## config.mk

```make
export PLATFORM = sky130hd
export DESIGN_NAME = mem_arb_flat
export DESIGN_NICKNAME = d
export VERILOG_FILES = /design/src/rtl/mem_arb_if.sv /design/src/rtl/mem_arb.sv /design/src/flat_wrapper.sv
export SDC_FILE = /design/constraint.sdc
export NUM_CORES = 1
export LEC_CHECK = 0
export ABC_AREA = 0
export BUFFER_PORTS_ARGS = -buffer_cell sky130_fd_sc_hd__buf_2
export CORE_ASPECT_RATIO = 1.5
export CORE_MARGIN = 5
export CORE_UTILIZATION = 34
export DETAILED_ROUTE_END_ITERATION = 10
export HOLD_SLACK_MARGIN = 0.08
export PLACE_DENSITY = 0.71
export SLEW_MARGIN = 20
export SYNTH_ARGS = -nofsm -noshare
export SYNTH_HDL_FRONTEND = slang
export SYNTH_SLANG_ARGS = --single-unit
```

## constraint.sdc

```tcl
create_clock -name clk -period 3.1 [get_ports clk]
set_input_delay 0.465 -clock clk [delete_from_list [all_inputs] [get_ports clk]]
set_output_delay 0.465 -clock clk [all_outputs]
set_load 0.01 [all_outputs]
```

## src/rtl/mem_arb_if.sv

```systemverilog
// Request, response and memory-side signals of the two-requester memory arbiter.
// The arbiter takes the slave modport; the requesters and the memory take the master modport.
interface mem_arb_if;
  logic        req_i;
  logic        req_d;
  logic [31:0] addr_i;
  logic [31:0] addr_d;
  logic        we_d;
  logic [31:0] wdata_d;
  logic        gnt_i;
  logic        gnt_d;
  logic        rvalid_i;
  logic        rvalid_d;
  logic [31:0] rdata;
  logic        done_i;
  logic        done_d;
  logic        mem_en;
  logic        mem_we;
  logic [14:0] mem_addr;
  logic [31:0] mem_wdata;
  logic [31:0] mem_rdata;

  modport slave (
    input  req_i, req_d, addr_i, addr_d, we_d, wdata_d, mem_rdata,
    output gnt_i, gnt_d, rvalid_i, rvalid_d, rdata, done_i, done_d,
           mem_en, mem_we, mem_addr, mem_wdata
  );

  modport master (
    output req_i, req_d, addr_i, addr_d, we_d, wdata_d, mem_rdata,
    input  gnt_i, gnt_d, rvalid_i, rvalid_d, rdata, done_i, done_d,
           mem_en, mem_we, mem_addr, mem_wdata
  );
endinterface

```

## src/rtl/mem_arb.sv

```systemverilog
// Icache/dcache arbiter for one fixed-latency memory: 4-beat reads, single-word dcache writes.
// Define MEM_ARB_FIXED_PRI_EN to give the icache fixed priority instead of round-robin.
module mem_arb #(
  parameter int unsigned LAT = 3
) (
  input logic       clk,
  input logic       rstn,
  mem_arb_if.slave  bus
);

  typedef enum logic [1:0] {StIdle, StIssue, StDrain} state_e;

  state_e         state_q, state_d;
  logic [1:0]     beat_q, beat_d;
  logic           owner_q, owner_d;  // 1: dcache owns the transaction
  logic           wr_q, wr_d;
  logic [14:0]    mem_addr_q, mem_addr_d;
  logic [31:0]    mem_wdata_q, mem_wdata_d;
  logic           win_i, win_d;
  logic           gnt_i, gnt_d;
  logic           mem_en, mem_we;
  logic           push, push_last, done_wr;
  logic [LAT-1:0] tag_vld_q, tag_own_q, tag_last_q;
  logic           tail_vld, tail_own, tail_last;

`ifdef MEM_ARB_FIXED_PRI_EN
  assign win_i = bus.req_i;
  assign win_d = bus.req_d & ~bus.req_i;
`else
  logic ptr_q;  // 1: dcache wins the next tie

  assign win_i = bus.req_i & (~bus.req_d | ~ptr_q);
  assign win_d = bus.req_d & (~bus.req_i | ptr_q);

  always_ff @(posedge clk or negedge rstn) begin
    if (!rstn) begin
      ptr_q <= 1'b0;
    end else if (gnt_i || gnt_d) begin
      ptr_q <= gnt_i;
    end
  end
`endif

  // Grants are combinational, so they are also gated by reset.
  assign gnt_i = rstn & (state_q == StIdle) & win_i;
  assign gnt_d = rstn & (state_q == StIdle) & win_d;

  always_comb begin
    state_d     = state_q;
    beat_d      = beat_q;
    owner_d     = owner_q;
    wr_d        = wr_q;
    mem_addr_d  = mem_addr_q;
    mem_wdata_d = mem_wdata_q;
    mem_en      = 1'b0;
    mem_we      = 1'b0;
    push        = 1'b0;
    push_last   = 1'b0;
    done_wr     = 1'b0;
    unique case (state_q)
      StIdle: begin
        if (gnt_i || gnt_d) begin
          state_d = StIssue;
          beat_d  = 2'd0;
          owner_d = gnt_d;
          wr_d    = gnt_d & bus.we_d;
          if (gnt_d && bus.we_d) begin
            mem_addr_d  = bus.addr_d[16:2];
            mem_wdata_d = bus.wdata_d;
          end else if (gnt_d) begin
            mem_addr_d = {bus.addr_d[16:4], 2'b00};
          end else begin
            mem_addr_d = {bus.addr_i[16:4], 2'b00};
          end
        end
      end
      StIssue: begin
        mem_en = 1'b1;
        mem_we = wr_q;
        if (wr_q) begin
          done_wr = 1'b1;
          state_d = StIdle;
        end else begin
          push      = 1'b1;
          push_last = (beat_q == 2'd3);
          if (beat_q == 2'd3) begin
            state_d = StDrain;
          end else begin
            beat_d     = beat_q + 2'd1;
            mem_addr_d = {mem_addr_q[14:2], beat_q + 2'd1};
          end
        end
      end
      StDrain: begin
        if (tail_vld && tail_last) begin
          state_d = StIdle;
        end
      end
      default: state_d = StIdle;
    endcase
  end

  always_ff @(posedge clk or negedge rstn) begin
    if (!rstn) begin
      state_q     <= StIdle;
      beat_q      <= 2'd0;
      owner_q     <= 1'b0;
      wr_q        <= 1'b0;
      mem_addr_q  <= '0;
      mem_wdata_q <= '0;
    end else begin
      state_q     <= state_d;
      beat_q      <= beat_d;
      owner_q     <= owner_d;
      wr_q        <= wr_d;
      mem_addr_q  <= mem_addr_d;
      mem_wdata_q <= mem_wdata_d;
    end
  end

  // Return tags travel alongside the memory pipeline and surface exactly LAT cycles after issue.
  always_ff @(posedge clk or negedge rstn) begin
    if (!rstn) begin
      tag_vld_q  <= '0;
      tag_own_q  <= '0;
      tag_last_q <= '0;
    end else begin
      tag_vld_q[0]  <= push;
      tag_own_q[0]  <= owner_q;
      tag_last_q[0] <= push_last;
      for (int i = 1; i < int'(LAT); i++) begin
        tag_vld_q[i]  <= tag_vld_q[i-1];
        tag_own_q[i]  <= tag_own_q[i-1];
        tag_last_q[i] <= tag_last_q[i-1];
      end
    end
  end

  assign tail_vld  = tag_vld_q[LAT-1];
  assign tail_own  = tag_own_q[LAT-1];
  assign tail_last = tag_last_q[LAT-1];

  assign bus.gnt_i     = gnt_i;
  assign bus.gnt_d     = gnt_d;
  assign bus.rvalid_i  = tail_vld & ~tail_own;
  assign bus.rvalid_d  = tail_vld & tail_own;
  assign bus.done_i    = tail_vld & ~tail_own & tail_last;
  assign bus.done_d    = (tail_vld & tail_own & tail_last) | done_wr;
  assign bus.rdata     = bus.mem_rdata;
  assign bus.mem_en    = mem_en;
  assign bus.mem_we    = mem_we;
  assign bus.mem_addr  = mem_addr_q;
  assign bus.mem_wdata = mem_wdata_q;

endmodule

```

## src/flat_wrapper.sv

```systemverilog
// flat-port wrapper written by rule: the top's interface ports become plain ports
module mem_arb_flat 
#(
  parameter int unsigned LAT = 3
)
  (clk, rstn, bus_req_i, bus_req_d, bus_addr_i, bus_addr_d, bus_we_d, bus_wdata_d, bus_mem_rdata, bus_gnt_i, bus_gnt_d, bus_rvalid_i, bus_rvalid_d, bus_rdata, bus_done_i, bus_done_d, bus_mem_en, bus_mem_we, bus_mem_addr, bus_mem_wdata);
  mem_arb_if bus_i ();
  input logic clk;
  input logic rstn;
  input wire logic [$bits(bus_i.req_i)-1:0] bus_req_i;
  input wire logic [$bits(bus_i.req_d)-1:0] bus_req_d;
  input wire logic [$bits(bus_i.addr_i)-1:0] bus_addr_i;
  input wire logic [$bits(bus_i.addr_d)-1:0] bus_addr_d;
  input wire logic [$bits(bus_i.we_d)-1:0] bus_we_d;
  input wire logic [$bits(bus_i.wdata_d)-1:0] bus_wdata_d;
  input wire logic [$bits(bus_i.mem_rdata)-1:0] bus_mem_rdata;
  output wire logic [$bits(bus_i.gnt_i)-1:0] bus_gnt_i;
  output wire logic [$bits(bus_i.gnt_d)-1:0] bus_gnt_d;
  output wire logic [$bits(bus_i.rvalid_i)-1:0] bus_rvalid_i;
  output wire logic [$bits(bus_i.rvalid_d)-1:0] bus_rvalid_d;
  output wire logic [$bits(bus_i.rdata)-1:0] bus_rdata;
  output wire logic [$bits(bus_i.done_i)-1:0] bus_done_i;
  output wire logic [$bits(bus_i.done_d)-1:0] bus_done_d;
  output wire logic [$bits(bus_i.mem_en)-1:0] bus_mem_en;
  output wire logic [$bits(bus_i.mem_we)-1:0] bus_mem_we;
  output wire logic [$bits(bus_i.mem_addr)-1:0] bus_mem_addr;
  output wire logic [$bits(bus_i.mem_wdata)-1:0] bus_mem_wdata;
  assign bus_i.req_i = bus_req_i;
  assign bus_i.req_d = bus_req_d;
  assign bus_i.addr_i = bus_addr_i;
  assign bus_i.addr_d = bus_addr_d;
  assign bus_i.we_d = bus_we_d;
  assign bus_i.wdata_d = bus_wdata_d;
  assign bus_i.mem_rdata = bus_mem_rdata;
  assign bus_gnt_i = bus_i.gnt_i;
  assign bus_gnt_d = bus_i.gnt_d;
  assign bus_rvalid_i = bus_i.rvalid_i;
  assign bus_rvalid_d = bus_i.rvalid_d;
  assign bus_rdata = bus_i.rdata;
  assign bus_done_i = bus_i.done_i;
  assign bus_done_d = bus_i.done_d;
  assign bus_mem_en = bus_i.mem_en;
  assign bus_mem_we = bus_i.mem_we;
  assign bus_mem_addr = bus_i.mem_addr;
  assign bus_mem_wdata = bus_i.mem_wdata;
  mem_arb #(.LAT(LAT)) u_core (.clk(clk), .rstn(rstn), .bus(bus_i));
endmodule
```

Word-level counts from Yosys, hierarchy flattened:

Index checks and enable logic that the tools add are counted.

* $add $sub $neg: 1
* equality and inequality tests: 8
* muxes and demuxes: 23
* bitwise operators: 18
* reductions and logical operators: 10

Operators by type and width (count)
* 15-bit two-way mux: 4
* 15-bit case mux with 2 select lines: 1
* 2-bit two-way mux: 8
* 1-bit AND: 10
* 3-bit AND reduction: 3
* 1-bit two-way mux: 8
* 2-bit case mux with 3 select lines: 1
* 1-bit NOT: 5
* 2-bit equality test (second input constant): 2
* 2-bit by 1-bit != test with 1-bit output (second input constant): 2
* 2-bit != test (second input constant): 2
* 2-bit case mux with 2 select lines: 1
* 4-bit AND reduction: 1
* 3-bit by 1-bit != test with 1-bit output (second input constant): 1
* 1-bit bitwise OR: 3
* 2-bit by 1-bit adder with 2-bit output (second input constant): 1
* 2-bit by 1-bit equality test with 1-bit output (second input constant): 1
* 1-bit logical AND: 2
* 2-bit logical NOT: 1
* 2-bit AND reduction: 1
* 2-bit nonzero test: 1
* 1-bit logical OR: 1

* bits in registers: 63
* word-level logic and storage cells: 71

Depth between registers and ports, before layout:

Gate-level depths: netlist (run 1).

* depth after elaboration: 8
* mapped depth: 6

Least setup slack after synthesis (run 1):

Ideal clock, no wire load.

* kind: in2out
* start point: in rstn
* end point: out bus_gnt_d
* arrival time: 1.179 ns
* required time: 2.635 ns
* path slack: 1.456 ns
* stages on the path: 4
* buffers on the path: 1
* path through: nor3b_4 nand3_2 buf_6 inv_1

* longest elaborated chain between the ends: 2

RTL lines
* start: declaration: RTL line flat_wrapper.sv:9 `input logic rstn;`
* 1-bit AND (2 in a row): RTL line mem_arb.sv:46 `assign gnt_d = rstn & (state_q == StIdle) & win_d;`
* end: declaration: RTL line flat_wrapper.sv:18 `output wire logic [$bits(bus_i.gnt_d)-1:0] bus_gnt_d;`

No other way between the ends.

Worst setup path after layout (run 1):

* start point: reg u_core.state_q[1]
* end point: out bus_done_d

* longest elaborated chain between the ends: 3

RTL lines
* start: declaration: RTL line mem_arb.sv:13 `state_e state_q, state_d;`
* start signal: assignment: RTL line mem_arb.sv:105 `state_q <= StIdle;`
* start signal: assignment: RTL line mem_arb.sv:112 `state_q <= state_d;`
* 2-bit by 1-bit equality test with 1-bit output: RTL line mem_arb.sv:60 `unique case (state_q)`
* 1-bit two-way mux: RTL line mem_arb.sv:60
* 1-bit bitwise OR: RTL line mem_arb.sv:148 `assign bus.done_d = (tail_vld & tail_own & tail_last) | done_wr;`
* end: declaration: RTL line flat_wrapper.sv:23 `output wire logic [$bits(bus_i.done_d)-1:0] bus_done_d;`

No other way between the ends.

==> results by group, run 1 <==
Timing
  – Relative slew slack: 35.2%
  – Fmax achieved: 509 MHz
  – TNS Setup: 0 ns
  – Final hold slack: 0.340 ns
  – Fin. Hold Viols: 0
  – Worst Clk Skew: 0.00514 ns
  – Final setup vio count: 0
  – Slew Viols, Final: 0
  – Period utilization: 63.3%
  – Setup ws final: 1.14 ns
  – Actual slew at the worst max-slew pin: 0.972 ns
  – RSZ-0062 raised after global routing: no
  – Final min period: 1.96 ns

Floorplanning
  – Row count: 40
  – Die Area: 10200 um^2
  – # IOs: 220
  – Die Wd: 84.0 um
  – Die span in y: 121 um
  – Initial core utilization: 34.8%
  – CORE AREA: 8010 um^2

Routing
  – Via count: 1828
  – Antenna Nets Post-Route: 0
  – # DRC: 0
  – WL per Instance: 14.2 um
  – 1st-pass router iterations: 4
  – Vias/cell: 4.44
  – WL final: 5850 um
  – DRT iter0 DRCs: 37

Placed design
  – Place WS: 0.923 ns
  – GP Congestion: 0.685
  – DP Wirelength: 4350 um
  – Post-placement cell area: 3190 um^2
  – I/O Buffers: 119

Logic synthesis
  – YS warnings: 0
  – Area share of fa/ha/maj cells after synthesis: 0.449%
  – Synth Instances: 210
  – Largest family of logic cells by synthesized area: multiplexers
  – Mux cell area share after synthesis: 19.1%
  – Top cell type's share of synthesized area: 56.5%
  – Post-synthesis compound-gate area fraction: 4.71%
  – Synth cell types: 26
  – Sequential area share after synthesis: 56.5%
  – Simple-gate area share of the yosys netlist: 6.24%
  – Synth Net Count: 344
  – Post-synth top area cell: dfrtp_1
  – Post-Syn Area: 2790 um^2
  – Top cells by area in the synthesized netlist: dfrtp_1 57%, mux2_2 14%, buf_4 8.6%
  – Post-synthesis register bit count: 63
  – Synth Area in XOR/XNOR: 0%
  – Avg Cell Area, Syn: 13.3 um^2

Hold path
  – Hold Path Class: input pin to asynchronous set/reset pin

Clock network
  – Hold buffer count at CTS: 0
  – CTS clock-pin slew for the worst setup and hold paths: 0.05 ns
  – Cts bufs inserted: 9
  – Root buffer cell: clkbuf_16
  – H-tree depth: 3
  – Clock sink count: 63
  – Postcts setup bufs: 0
  – Max Buffers Root-to-Sink: 2
  – CTS tree: yes
  – Worst-Skew Late Latency: 0.32 ns
  – Post-CTS resize count: 0

Worst setup path
  – Arrival time worst endpoint: 1.50 ns
  – Reg2reg end: u_core.bus.mem_wdata[9]
  – Worst path slowest cell: dfrtp_1
  – Worst Path Max Fanout: 5
  – R2r setup slk: 1.17 ns
  – FF-to-FF Start: u_core.state_q[0]
  – Crit start category: flop
  – Crit path max-delay family: flip-flops
  – Crit. End Element: primary output
  – CP required: 2.63 ns
  – R2R depth: 3
  – CP max stage delay: 0.40 ns
  – Crit Path Category: flop to primary output
  – Crit path cell chain: nand2b_4 > inv_1 > and2_1 > a31o_2 > buf_2
  – Critical path buffers and inverters: 2

Run status
  – Outcome: complete, no violations

Pwr
  – Clock Power Share: 30.3%
  – Sw frac: 30.6%
  – Total leakage power: 1.88 nW
  – Sequential share of power: 38.5%
  – Comb pwr share: 31.2%
  – Internal power: 0.00251 W
  – Worst IR drop on VDD: 0.371 mV
  – Power Density: 1030 nW/um^2
  – Switching Power: 0.00110 W

Layout
  – Share of layout cells above drive strength 1: 58.6%
  – Core Util, Final: 44.0%
  – Synth-to-layout area growth: 26.2%
  – Final net count: 436
  – Antenna diodes: 0
  – Finished layout cell area: 3520 um^2

Global routing
  – First-pass GRT wire length: 9430 um
  – Gr ovfl total: 0
  – Largest net degree at the start of global routing: 64
  – GRT Total Usage: 11.9%
  – Initial antenna violation count: 0
  – Vias in the first global route: 1961

Run
  – MaxCap Viol Count: 0
stage by stage:
stage	total power (W)	std cells
after CTS	0.00368	412
after floorplan	0.00211	210
after global routing	0.00385	412
after global placement	0.00251	396
final	0.00361	412
after detailed placement	0.00256	396
worst max-delay path by stage:
| stage | endpoint | startpoint | slack, ns | cells after the start |
|---|---|---|---|---|
| final | bus_done_d | u_core.state_q[1] | 1.14 | 5 |
| after global routing | u_core.beat_q[1] | u_core.state_q[0] | 1.05 | 4 |
| after CTS | bus_done_d | u_core.state_q[1] | 1.12 | 5 |
| after detailed placement | u_core.beat_q[1] | bus_req_d | 0.92 | 4 |
| after global placement | u_core.beat_q[1] | bus_req_d | 0.94 | 4 |
| after floorplan | bus_gnt_d | rstn | 1.46 | 4 |
per-layer routing:
metal / share of wire (%) / global-route usage [%] / up-vias
met5: 0 / 0 / -
met2: 55 / 21.1 / 72
li1: - / - / 865
met1: 34 / 11.9 / 869
met3: 7.9 / 4.35 / 22
met4: 3.1 / 6.74 / 0
state kept, by name, indices dropped and copies added, names as in the netlist:
name / count
u_core.beat_q: 2
u_core.bus.mem_addr: 15
u_core.bus.mem_wdata: 32
u_core.owner_q: 1
u_core.ptr_q: 1
u_core.state_q: 2
u_core.tag_last_q: 3
u_core.tag_own_q: 3
u_core.tag_vld_q: 3
u_core.wr_q: 1
synth_stat cells:
library cell and number:
a21o_1 2, a21o_2 1, a21oi_1 2, a31o_2 1, a31oi_1 1, and2_1 4
and3_2 1, and4_4 1, buf_12 4, buf_2 3, buf_4 32, buf_6 1
dfrtp_1 63, ha_1 1, inv_1 4, mux2_2 34, mux2i_1 15, nand2_1 17
nand2b_1 1, nand2b_4 1, nand3_2 1, nor2_1 3, nor2b_1 1, nor3b_4 1
o21ai_0 14, o31ai_2 1
logic make-up after synthesis:
kind of cell,count (synthesis)
mux,49
flops,63
fa+ha+maj,1
buf+inv,44
simple gates,31
compound gates,22
cell type report:
cell class | instances | area, um^2
flip-flops and latches | 63 | 1580
fillers | 774 | 4490
multi-input cells | 103 | 855
well taps | 105 | 131
inverters | 4 | 15.0
repair buffers | 121 | 611
clock buffers | 11 | 253
clock inverters | 5 | 80.1
power groups by stage:
stage / Clock [W] / Sequential (W) / Combinational, W
final: 0.00109 / 0.00139 / 0.00113
after global routing: 0.00116 / 0.00145 / 0.00124
after CTS: 0.00113 / 0.00140 / 0.00116
after detailed placement: 0 / 0.00141 / 0.00116
after global placement: 0 / 0.00138 / 0.00113
after floorplan: 0 / 0.00154 / 0.000570
placed cells by master (no fill, tap or decap), drive strengths merged:
cell,netlist,routed
a21o,3,3
a21oi,2,2
a31o,1,1
a31oi,1,1
and2,4,4
and3,1,1
and4,1,1
buf,40,121
bufinv,0,2
clkbuf,0,11
clkinv,0,1
clkinvlp,0,2
dfrtp,63,63
ha,1,1
inv,4,4
mux2,34,34
mux2i,15,15
nand2,17,17
nand2b,2,2
nand3,1,1
nor2,3,3
nor2b,1,1
nor3b,1,1
o21ai,14,14
o31ai,1,1
Note: power is estimated with default switching activity, not from simulation.
==> run 2: changes to the inputs <==
ABC_AREA = 1   (was 0)
PLACE_DENSITY = 0.72   (was 0.71)
clock period = 1.6 ns   (was 3.1 ns; I/O delays follow)
==> results by group, run 2 <==
Timing
  – Fin. Hold Viols: 0
  – Fmax achieved: 618 MHz
  – RSZ-0062 raised after global routing: yes
  – Slew Viols, Final: 0
  – Worst Clk Skew: 0.00441 ns
  – Final setup vio count: 2
  – Relative slew slack: 47.1%
  – Actual slew at the worst max-slew pin: 0.793 ns
  – Setup ws final: -0.0193 ns
  – Period utilization: 101%
  – Final min period: 1.62 ns

Logic synthesis
  – Synth Net Count: 490
  – Simple-gate area share of the yosys netlist: 28.5%
  – Post-Syn Area: 2930 um^2
  – Synth Area in XOR/XNOR: 0%
  – YS warnings: 0
  – Most frequent cells after synthesis: 139 x nand2_1, 63 x dfrtp_1, 51 x nand3_1
  – Synth Instances: 356
  – Synth cell types: 17
  – Most numerous cell in the Yosys netlist: nand2_1
  – Async set-reset flop share out of synthesis: 100%
  – Mux cell area share after synthesis: 0%
  – Top cell type's share of synthesized area: 53.8%
  – Main flop type after synthesis: dfrtp_1
  – Sequential area share after synthesis: 53.8%
  – Largest family of logic cells by synthesized area: simple AND/OR/NAND/NOR gates
  – Post-synthesis compound-gate area fraction: 0.853%
  – Post-synth top area cell: dfrtp_1
  – Area share of fa/ha/maj cells after synthesis: 0.427%
  – Avg Cell Area, Syn: 8.24 um^2
  – Post-synthesis register bit count: 63
  – Top cells by area in the synthesized netlist: dfrtp_1 54%, nand2_1 18%, nand3_1 8.7%
  – EDFF count, synth: 0

Clock network
  – Clock sink count: 63
  – Worst-Skew Late Latency: 0.32 ns
  – Hold buffer count at CTS: 0
  – CTS tree: yes
  – CTS clock-pin slew for the worst setup and hold paths: 0.05 ns
  – Root buffer cell: clkbuf_16
  – Max Buffers Root-to-Sink: 2
  – H-tree depth: 3
  – Cts bufs inserted: 9

Floorplanning
  – Die Area: 10600 um^2
  – CORE AREA: 8410 um^2
  – Row count: 41
  – Die span in y: 124 um
  – Initial core utilization: 34.9%
  – Die Wd: 85.8 um
  – # IOs: 220

Pwr
  – Total leakage power: 2.23 nW
  – Power Density: 1790 nW/um^2
  – Final Total Pwr: 0.00663 W
  – Sequential share of power: 40.0%
  – Worst IR drop on VDD: 0.652 mV
  – Clock Power Share: 25.0%
  – Sw frac: 35.9%
  – Switching Power: 0.00238 W
  – Internal power: 0.00425 W
  – Comb pwr share: 35.0%

Placed design
  – DP Wirelength: 5270 um
  – Post-placement cell area: 3400 um^2
  – I/O Buffers: 119
  – GP Congestion: 0.783

Global routing
  – Gr ovfl total: 0
  – First-pass GRT wire length: 11700 um
  – Met3 Use GR: 3.31%
  – Vias in the first global route: 2498
  – Initial antenna violation count: 0
  – Routing usage on met1: 16.3%
  – Largest net degree at the start of global routing: 64
  – GRT Total Usage: 14.3%
  – Most used routing layer: met2
  – M2 GR Usage: 22.7%

Run
  – MaxCap Viol Count: 0

Routing
  – DRT iter0 DRCs: 96
  – Via count: 2507
  – Antenna Nets Post-Route: 0
  – # DRC: 0
  – Vias/cell: 4.48
  – WL final: 7110 um
  – WL per Instance: 12.7 um
  – 1st-pass router iterations: 4

Run status
  – Outcome: finished, violations left
  – Failing checks: negative setup slack

Layout
  – Most frequent cells in the layout: 139 x nand2_1, 118 x buf_2, 63 x dfrtp_1
  – Finished layout cell area: 3700 um^2
  – Antenna diodes: 0
  – Share of layout cells above drive strength 1: 34.1%
  – Number of flip-flops in the largest register: 32
  – Leading cell type in the layout, fill and taps excluded: nand2_1
  – Synth-to-layout area growth: 26.3%
  – Final net count: 583

Worst setup path
  – CP required: 1.36 ns
  – Crit Path Category: flop to primary output
  – R2r setup slk: 0.10 ns
  – Arrival time worst endpoint: 1.38 ns
  – FF-to-FF Start: u_core.state_q[1]
  – Crit start category: flop
  – Worst Path Max Fanout: 5
  – CP Launch Point: u_core.state_q[1]
  – Crit. End Element: primary output

Hold path
  – Hold Path Class: input pin to asynchronous set/reset pin
## run 2: cell count changes after synthesis, sizes merged, moves of 4 or more
| cell | previous run | this run |
|---|---|---|
| inv | 4 | 38 |
| buf | 40 | 44 |
| nand2 | 17 | 141 |
| mux2i | 15 | 0 |
| mux2 | 34 | 0 |
| and2 | 4 | 0 |
| clkbuf | 0 | 4 |
| nor2 | 3 | 10 |
| nand3 | 1 | 51 |
| o21ai | 14 | 2 |
## run 2: area by class of cell
class | instances | area, um^2
clock buffers | 9 | 225
repair buffers | 130 | 708
fillers | 855 | 4710
clock inverters | 5 | 27.5
flip-flops and latches | 63 | 1580
well taps | 107 | 134
inverters | 38 | 145
multi-input cells | 207 | 887
## run 2: power groups by stage
stage	sequential, W	clock (W)	combinational [W]
floorplan	0.00291	0	0.00114
global placement	0.00264	0	0.00226
detailed placement	0.00266	0	0.00233
CTS	0.00265	0.00171	0.00234
global route	0.00275	0.00178	0.00262
finish	0.00265	0.00166	0.00232
## run 2: final timing paths
path | end | cells past startpoint
setup / recovery | bus_gnt_d | 5
hold / removal | u_core.bus.mem_addr[0] | 2
setup reg to reg | u_core.bus.mem_addr[8] | 9
hold reg to reg | u_core.tag_vld_q[2] | 0
max in group asynchronous | u_core.bus.mem_wdata[0] | 2
min in group clk | u_core.bus.mem_wdata[27] | 3
## run 2: timing repair
action / in CTS / in global routing
hold endpoints to repair: 0 / 0
pin swaps: 2 / 3
setup endpoints to repair: 2 / 18
resized for setup: 0 / 10
buffers inserted: 2 / 0
## run 2: through the flow
step                 TNS (ns)  worst slack, ns  std cells  hold slack, ns  util (%)
finish                -0.0247          -0.0193        559           0.134      44.0
global route           -0.837           -0.106        559           0.150      44.0
CTS                 -0.000688        -0.000688        559           0.136      43.6
detailed placement          0           0.0560        543           0.337      40.5
global placement            0            0.103        543           0.333      40.5
floorplan                   0            0.224        356         -0.0556         -
## run 2: metal layers
layer	wire (um)	vias to the layer above	part of all wire (%)
met3	570	27	8.0
met1	2720	1129	38
met5	0	-	0
met4	371	0	5.2
li1	-	1241	-
met2	3450	110	49
## run 2: cells by family (layout without fill, tap and decap cells)
kind of cell,after synthesis,in the layout
AOI/OAI and AO/OA,4,4
adders and majority gates,1,1
buffers and inverters,86,182
DFF,63,63
and+or+nand+nor,202,202
## run 2: worst max-delay path: stages (launching register included)
cell and delay [ns]:
dfrtp_1 0.41, nor2_2 0.13, nand2_2 0.10, nor2_4 0.20, buf_6 0.13, buf_6 0.09
==> run 3: changes to the inputs <==
CELL_PAD_IN_SITES_DETAIL_PLACEMENT = 0   (was default)
CELL_PAD_IN_SITES_GLOBAL_PLACEMENT = 1   (was default)
CORE_UTILIZATION = 27   (was 34)
PLACE_DENSITY = default   (was 0.72)
PLACE_DENSITY_LB_ADDON = 0.1   (was default)
clock period = 1.5 ns   (was 1.6 ns; I/O delays follow)
==> results by group, run 3 (same netlist as run 2, synthesis figures left out) <==
Timing
  – Actual slew at the worst max-slew pin: 0.836 ns
  – Setup ws final: -0.0445 ns
  – Slew Viols, Final: 0
  – Fin. Hold Viols: 0
  – Final min period: 1.54 ns
  – Fmax achieved: 647 MHz
  – Worst Clk Skew: 0.00421 ns
  – Relative slew slack: 44.2%
  – Final hold slack: 0.124 ns
  – Period utilization: 103%
  – Final setup vio count: 1
  – RSZ-0062 raised after global routing: yes

Routing
  – WL per Instance: 13.2 um
  – 1st-pass router iterations: 4
  – Vias/cell: 4.09
  – DRT iter0 DRCs: 68
  – # DRC: 0
  – Antenna Nets Post-Route: 0
  – WL final: 7980 um
  – Via count: 2469

Layout
  – Fillers: 1162
  – Antenna diodes: 0
  – Register area: 1580 um^2
  – Share of layout cells above drive strength 1: 34.9%
  – Number of flip-flops in the largest register: 32
  – Non-Filler Instances: 603
  – Most frequent cells in the layout: 138 x nand2_1, 117 x buf_2, 63 x dfrtp_1
  – Final net count: 588
  – Multi-input logic area: 902 um^2
  – Synth-to-layout area growth: 33.9%
  – Leading cell type in the layout, fill and taps excluded: nand2_1

Worst setup path
  – Crit Path Category: flop to primary output
  – Crit start category: flop
  – Crit path cell chain: nor2_1 > nand2_2 > nor2_4 > buf_12 > buf_6
  – CP required: 1.27 ns
  – Critical path buffers and inverters: 2
  – Crit path max-delay family: flip-flops
  – CP max stage delay: 0.42 ns
  – Worst Path Max Fanout: 3
  – Crit. End Element: primary output
  – Worst path slowest cell: dfrtp_1
  – Arrival time worst endpoint: 1.32 ns

Floorplanning
  – Die Wd: 95.1 um
  – Row count: 46
  – Die span in y: 138 um
  – Initial core utilization: 27.7%
  – Die Area: 13100 um^2
  – # IOs: 220
  – CORE AREA: 10600 um^2

Clock network
  – Worst-Skew Late Latency: 0.32 ns
  – CTS clock-pin slew for the worst setup and hold paths: 0.05 ns
  – Max Buffers Root-to-Sink: 2
  – CTS tree: yes
  – H-tree depth: 3
  – Root buffer cell: clkbuf_16
  – Hold buffer count at CTS: 0
  – Clock sink count: 63
  – Cts bufs inserted: 9

Run status
  – Outcome: finished, violations left
  – Failing checks: negative setup slack

Pwr
  – Total leakage power: 2.31 nW
  – Power Density: 1970 nW/um^2
  – Worst IR drop on VDD: 0.485 mV

Placed design
  – DP Wirelength: 5640 um
  – Inst Count DP: 582
  – I/O Buffers: 119
  – GP Congestion: 0.719
  – Place WS: 0.00793 ns

Global routing
  – Initial antenna violation count: 1
  – Gr ovfl total: 0
  – Vias in the first global route: 2448
  – First-pass GRT wire length: 12400 um
  – GRT Total Usage: 12.5%
  – Largest net degree at the start of global routing: 64

Run
  – MaxCap Viol Count: 0

Hold path
  – Hold Path Class: input pin to flop
run 3: through the flow:
| stage | TNS, ns | power [W] | area [um^2] | utilization, % |
|---|---|---|---|---|
| floorplan | 0 | 0.00433 | 2930 | - |
| global placement | 0 | 0.00542 | 3510 | 33.2 |
| detailed placement | 0 | 0.00543 | 3510 | 33.2 |
| CTS | -0.111 | 0.00786 | 3910 | 36.9 |
| global route | -2.78 | 0.00833 | 3930 | 37.1 |
| finish | -0.0445 | 0.00774 | 3930 | 37.1 |
run 3: worst reg2reg max path, stage by stage (launching register included):
cell and delay, ns:
dfrtp_1 0.42, nor2_1 0.13, nand2_2 0.11, nor2_4 0.14
buf_4 0.18, nand2_1 0.10, buf_12 0.18, nand2_1 0.08
nand2_1 0.05
run 3: metal layers:
layer	track usage [%]	up-vias	share of wire, %
li1	-	1247	-
met1	14.8	1101	40
met2	19.7	96	50
met3	3.39	23	7.9
met4	7.70	2	2.5
met5	0	-	0.088
run 3: layout make-up:
class                      count  share of cell area, %
sequential                    63                   40.2
multi-input combinational    207                   23.0
timing repair buffer         135                   20.2
clock buffer                  13                   6.63
tap                          144                   4.59
inverter                      38                   3.76
clock inverter                 3                   1.66
run 3: timing repair:
| action | in CTS | in global routing |
|---|---|---|
| endpoints found under the setup margin | 6 | 53 |
| gates cloned | 0 | 0 |
| setup buffers | 5 | 1 |
| pin swaps | 4 | 4 |
| gates resized for setup | 9 | 5 |
run 3: path summary, 6_finish.rpt:
path / startpoint / to / slack (ns) / depth (start not counted)
hold / removal: bus_wdata_d[8] / u_core.bus.mem_wdata[8] / 0.12 / 3
hold reg to reg: u_core.tag_last_q[0] / u_core.tag_last_q[1] / 0.35 / 0
setup / recovery: u_core.state_q[1] / bus_gnt_d / -0.04 / 5
min in group asynchronous: rstn / u_core.beat_q[0] / 0.13 / 2
setup reg to reg: u_core.state_q[1] / u_core.bus.mem_wdata[17] / 0 / 8
max in group asynchronous: rstn / u_core.bus.mem_wdata[9] / 0.82 / 2
run 3: where the power goes:
| group | switching (W) | internal, W | total, W |
|---|---|---|---|
| registers | 0.000374 | 0.00245 | 0.00283 |
| clock network | 0.000724 | 0.00154 | 0.00227 |
| logic | 0.00153 | 0.00111 | 0.00265 |
